<file path="config.mk">
export PLATFORM = sky130hd
export DESIGN_NAME = tt_sweep_eval
export DESIGN_NICKNAME = d
export VERILOG_FILES = /design/src/rtl/tt_pkg.sv /design/src/rtl/tt_lut_reg.sv /design/src/rtl/tt_sweep_eval.sv
export SDC_FILE = /design/constraint.sdc
export NUM_CORES = 1
export LEC_CHECK = 0
export ABC_AREA = 0
export CORE_MARGIN = 1.5
export CORE_UTILIZATION = 40
export CTS_BUF_LIST = sky130_fd_sc_hd__clkbuf_2 sky130_fd_sc_hd__clkbuf_4 sky130_fd_sc_hd__clkbuf_8
export DETAILED_ROUTE_END_ITERATION = 6
export DONT_BUFFER_PORTS = 1
export PLACE_DENSITY = 0.6
export SETUP_SLACK_MARGIN = 0.02
export SYNTH_ARGS = -nofsm -noshare
export SYNTH_HDL_FRONTEND = slang
export SYNTH_SLANG_ARGS = --single-unit
</file>
<file path="constraint.sdc">
create_clock -name clk -period 1.6 [get_ports clk]
set_input_delay 0.16 -clock clk [delete_from_list [all_inputs] [get_ports clk]]
set_output_delay 0.16 -clock clk [all_outputs]
set_load 0.03 [all_outputs]
</file>
<file path="src/rtl/tt_pkg.sv">
// Shared types and helpers for the truth-table sweep/evaluate block.
// Holds the FSM state encoding, the mode encodings and the LUT width helper.
package tt_pkg;

  typedef enum logic [1:0] {
    IDLE  = 2'd0,
    EVAL  = 2'd1,
    SWEEP = 2'd2,
    DONE  = 2'd3
  } tt_state_e;

  localparam logic MODE_SINGLE = 1'b0;
  localparam logic MODE_SWEEP  = 1'b1;

  // Number of truth-table entries for an n-input function.
  function automatic int tt_width(input int n);
    return 2 ** n;
  endfunction

endpackage

</file>
<file path="src/rtl/tt_lut_reg.sv">
// Truth-table register: resets to LUT_INIT, loads wdata when we is high
// (the caller gates we to IDLE), and offers a combinational read of lut[idx].
module tt_lut_reg
  import tt_pkg::*;
#(
  parameter int N_IN = 3,
  parameter logic [tt_width(N_IN)-1:0] LUT_INIT = 8'h70
) (
  input  logic                      clk,
  input  logic                      rst_n,
  input  logic                      we,
  input  logic [tt_width(N_IN)-1:0] wdata,
  input  logic [N_IN-1:0]           idx,
  output logic                      rdata
);

  logic [tt_width(N_IN)-1:0] lut;

  always_ff @(posedge clk or negedge rst_n) begin
    if (!rst_n) begin
      lut <= LUT_INIT;
    end else if (we) begin
      lut <= wdata;
    end
  end

  assign rdata = lut[idx];

endmodule

</file>
<file path="src/rtl/tt_sweep_eval.sv">
// LUT-programmable N_IN-input function: single evaluation or full sweep,
// streamed over valid/ready. Optional stall counter under TT_STALL_COUNT_EN.
module tt_sweep_eval
  import tt_pkg::*;
#(
  parameter int N_IN = 3,
  parameter logic [tt_width(N_IN)-1:0] LUT_INIT = 8'h70
) (
  input  logic                      clk,
  input  logic                      rst_n,
  input  logic                      start,
  input  logic                      mode,
  input  logic [N_IN-1:0]           in_vec,
  input  logic                      lut_we,
  input  logic [tt_width(N_IN)-1:0] lut_wdata,
  output logic                      out_valid,
  input  logic                      out_ready,
  output logic [N_IN-1:0]           out_idx,
  output logic                      out_s,
  output logic [N_IN:0]             ones_cnt,
  output logic                      busy,
  output logic [1:0]                dbg_state,
  output logic                      done
`ifdef TT_STALL_COUNT_EN
  , output logic [15:0]             stall_cnt
`endif
);

  localparam logic [N_IN-1:0] IDX_LAST = '1;

  // Handshake: a result transfers on a rising edge where out_valid && out_ready.
  // While out_valid is high and out_ready low, out_idx/out_s hold and out_valid
  // stays high; out_valid is only ever cleared by a transfer or by reset.

  tt_state_e state;
  logic      lut_rd;
  logic      accept;
  logic      start_ok;

  assign accept   = out_valid && out_ready;
  assign start_ok = (state == IDLE) && start && !lut_we;

  tt_lut_reg #(
    .N_IN     (N_IN),
    .LUT_INIT (LUT_INIT)
  ) u_lut (
    .clk   (clk),
    .rst_n (rst_n),
    .we    (lut_we && (state == IDLE)),
    .wdata (lut_wdata),
    .idx   (out_idx),
    .rdata (lut_rd)
  );

  // Gated so that out_s reads 0 whenever no result is being presented.
  assign out_s     = out_valid & lut_rd;
  assign dbg_state = state;

  always_ff @(posedge clk or negedge rst_n) begin
    if (!rst_n) begin
      state     <= IDLE;
      out_valid <= 1'b0;
      out_idx   <= '0;
      ones_cnt  <= '0;
      busy      <= 1'b0;
      done      <= 1'b0;
    end else begin
      case (state)
        IDLE: begin
          done <= 1'b0;
          if (start_ok) begin
            ones_cnt  <= '0;
            out_valid <= 1'b1;
            busy      <= 1'b1;
            if (mode == MODE_SWEEP) begin
              out_idx <= '0;
              state   <= SWEEP;
            end else begin
              out_idx <= in_vec;
              state   <= EVAL;
            end
          end
        end
        EVAL: begin
          if (accept) begin
            ones_cnt  <= ones_cnt + {{N_IN{1'b0}}, out_s};
            out_valid <= 1'b0;
            done      <= 1'b1;
            state     <= DONE;
          end
        end
        SWEEP: begin
          if (accept) begin
            ones_cnt <= ones_cnt + {{N_IN{1'b0}}, out_s};
            if (out_idx == IDX_LAST) begin
              out_valid <= 1'b0;
              done      <= 1'b1;
              state     <= DONE;
            end else begin
              out_idx <= out_idx + 1'b1;
            end
          end
        end
        DONE: begin
          done  <= 1'b0;
          busy  <= 1'b0;
          state <= IDLE;
        end
        default: begin
          state     <= IDLE;
          out_valid <= 1'b0;
          busy      <= 1'b0;
          done      <= 1'b0;
        end
      endcase
    end
  end

`ifdef TT_STALL_COUNT_EN
  always_ff @(posedge clk or negedge rst_n) begin
    if (!rst_n) begin
      stall_cnt <= '0;
    end else if (start_ok) begin
      stall_cnt <= '0;
    end else if (out_valid && !out_ready && (stall_cnt != 16'hFFFF)) begin
      stall_cnt <= stall_cnt + 16'd1;
    end
  end
`endif

endmodule

</file>
==> results.cfg <==
[placement]
gp_congestion = 0.814
place_inst = 151
hpwl_after_detailed_placement_um = 1860
numPortBuffers = 0

[global_route]
overflow = 0
grt_pass1_vias = 898
grt_start_max_net_pins = 21
first_pass_grt_wire_length_um = 4150
grt_util_all_layers_pct = 17.1
initial_antenna_violation_count = 0

[job]
maxCapViolCount = 0

[die]
initial_core_util_pct = 41.7
die_w_um = 56.1
boundaryPins = 30
die_height_um = 56.1
floorplan.die_area_mm2 = 0.00315
placement_rows = 19
design.core.area_mm2 = 0.00271

[critical_path]
setup.worst_path.class = reg2reg
critical_path.endpoint_type = flip-flop
cp_data_arrival_time_ps = 2130
worst-path-max-fanout = 3
required_ps = 1810
crit_path_start_kind = flip-flop

[pwr]
sequentialPowerShare_pct = 29.0
switchingPower_w = 0.00152
clock_power_share_pct = 11.9
leakagePower_nw = 0.665
powerDensity_mw_per_mm2 = 2350
power_report.internal_total_w = 0.00206
comb_power_share_pct = 59.1
switching_share_pct = 42.5
worst_ir_drop_vdd_mv = 1.37

[logic_synthesis]
synth_top_area_share_pct = 37.7
yosysTopAreaCell = dfrtp_1
average_instance_area_after_synthesis_um2 = 11.0
syn-num-nets = 130
synth_area_leaders = dfrtp_1 (38%), ha_1 (11%), mux2_2 (11%), dfstp_2 (7.0%), nor2_1 (4.0%)
synth_seq_cells = 20
synthMostInstantiatedCell = dfrtp_1
syn_inst = 103
synth_cell_types = 26
syn_area_mm2 = 0.00113
synth_edf_count = 0
synthTopCellsByCount = dfrtp_1 (17), nor2_1 (12), mux2_2 (11)
synth-warning-count = 0
synth_async_sr_flop_share_pct = 100
postSynth.topFlopCell = dfrtp_1
synth_sequential_area_ratio_pct = 44.6

[routing]
ant_nets = 0
dr.first_iter.drc_count = 43
drt_wl_total_um = 2440
drt-vias-per-instance = 5.49
highest_layer = met4
drt_pre_antenna_iters = 4
met1_length_um = 1130
post_route_drc = 0
wire_per_inst_um = 14.8
detailroute.wirelength.met2_um = 1170
vias = 906
amount_of_wire_on_met3_after_detailed_routing_um = 135

[cts]
cts_tree = yes
cts_made_buffers = 3
clk_pin_slew_ps = 130
clock_tree.htree_level_count = 1
ctsRootBufferMaster = clkbuf_4
clockBufferDepth = 2
insertion_delay_ps = 310
cts_num_sinks = 20

[layout]
area.growth.synth_to_final_pct = 34.9
finalNetCount = 162
layout-drive-gt1-share_pct = 40.3
finish.utilization_pct = 56.2
stdcell_count = 165
antenna_diode_instance_count = 0

[sta]
worst_setup_skew_after_layout_ps = 7.39
fin_crit_ps = 1930
setup_viol = 12
timing.final.ws_setup_ps = -326
fin_crit_sh_pct = 120
final-hold-violation-count = 0
finalMaxSlewViolations = 0
worst_slew_slack_as_a_fraction_of_its_limit_pct = 38.6
setup_repair_after_global_routing_missed_its_margin = yes
fmax_ghz = 0.519
worst_hold_slack_ps = 16.1
setup_total_negative_slack_ps = -2330
tightest_slew_ps = 919

[hold_path]
timing.hold.worst.class = in2reg

[outcome]
failed_checks = negative setup slack
status = complete, but fails checks
## worst paths after layout
| path | from | endpoint | slack [ps] | depth (start not counted) |
|---|---|---|---|---|
| max in group asynchronous | rst_n | out_idx[1] | 560 | 1 |
| min in group asynchronous | rst_n | busy | 410 | 1 |
| min reg2reg | u_lut.lut[2] | u_lut.lut[2] | 520 | 1 |
| min | mode | dbg_state[0] | 20 | 2 |
| max | out_idx[1] | ones_cnt[3] | -330 | 6 |
| max reg2reg | out_idx[1] | ones_cnt[3] | -330 | 6 |
## flip-flops by register name, summed over array words and instances, names as in the netlist
| name | flops |
|---|---|
| out_idx | 3 |
| done | 1 |
| out_valid | 1 |
| busy | 1 |
| ones_cnt | 4 |
| u_lut.lut | 8 |
| dbg_state | 2 |
## final cells by class
| type | instances | area [um2] |
|---|---|---|
| Timing Repair Buffer | 29 | 243 |
| Tap cell | 31 | 38.8 |
| Inverter | 6 | 22.5 |
| Multi-Input combinational cell | 75 | 657 |
| Fill cell | 252 | 1190 |
| Clock buffer | 3 | 22.5 |
| Sequential cell | 20 | 510 |
| Clock inverter | 1 | 30.0 |
## routing by layer
layer,GRT usage [%],up-vias
li1,-,436
met5,0,-
met4,5.10,0
met3,5.81,2
met1,22.7,445
met2,26.6,23
## layout by cell type (no fill, tap or decap), types with 2 or more instances in the layout
cell type,count
a21oi_1,8
nand2_1,3
nand2b_1,4
buf_4,19
dfrtp_2,5
a22oi_1,4
dlygate4sd3_1,10
clkbuf_4,3
ha_1,8
nand3_1,3
dfrtp_1,12
ha_4,2
nor2_1,11
mux2_2,10
a31oi_1,3
inv_1,4
o21ai_1,2
dfstp_2,3
inv_2,2
## per-stage QoR
stage               total power, W  cell area (um2)  setup slack, ps
floorplan                  0.00237             1180             -508
global placement           0.00299             1340             -380
detailed placement         0.00306             1340             -410
CTS                        0.00360             1520             -335
global route               0.00385             1520             -391
finish                     0.00358             1520             -326
## cells by family after synthesis
family                   after synthesis  share of synthesized area, %
AO/OA/AOI/OAI                         24                          14.8
adder cells (fa/ha/maj)               10                          11.1
AND/OR/NAND/NOR                       28                          12.7
multiplexers                          13                          13.8
flip-flops                            20                          44.6
buffers and inverters                  8                          2.88
## power by group through the flow
| stage | clock network, W | registers (W) | logic (W) |
|---|---|---|---|
| final | 0.000427 | 0.00104 | 0.00212 |
| after detailed placement | 0 | 0.00105 | 0.00201 |
| after global routing | 0.000461 | 0.00107 | 0.00231 |
| after global placement | 0 | 0.00104 | 0.00196 |
| after floorplan | 0 | 0.00121 | 0.00116 |
| after CTS | 0.000430 | 0.00104 | 0.00212 |
## timing repair
item                                   in CTS  in global routing
setup endpoints to repair                  12                 12
buffers inserted                            0                  0
endpoints found under the hold margin      29                  0
gates resized for setup                     8                  0
hold buffers                               10                  0
pin swaps                                   1                  1
## worst max-delay path, stage by stage (launching register included)
cell,delay (ps)
dfrtp_2,510
mux4_2,390
nor2_4,40
a311oi_4,270
ha_4,180
nand4_1,110
mux2_4,320
No activity file was read; power rests on OpenSTA's default activity.
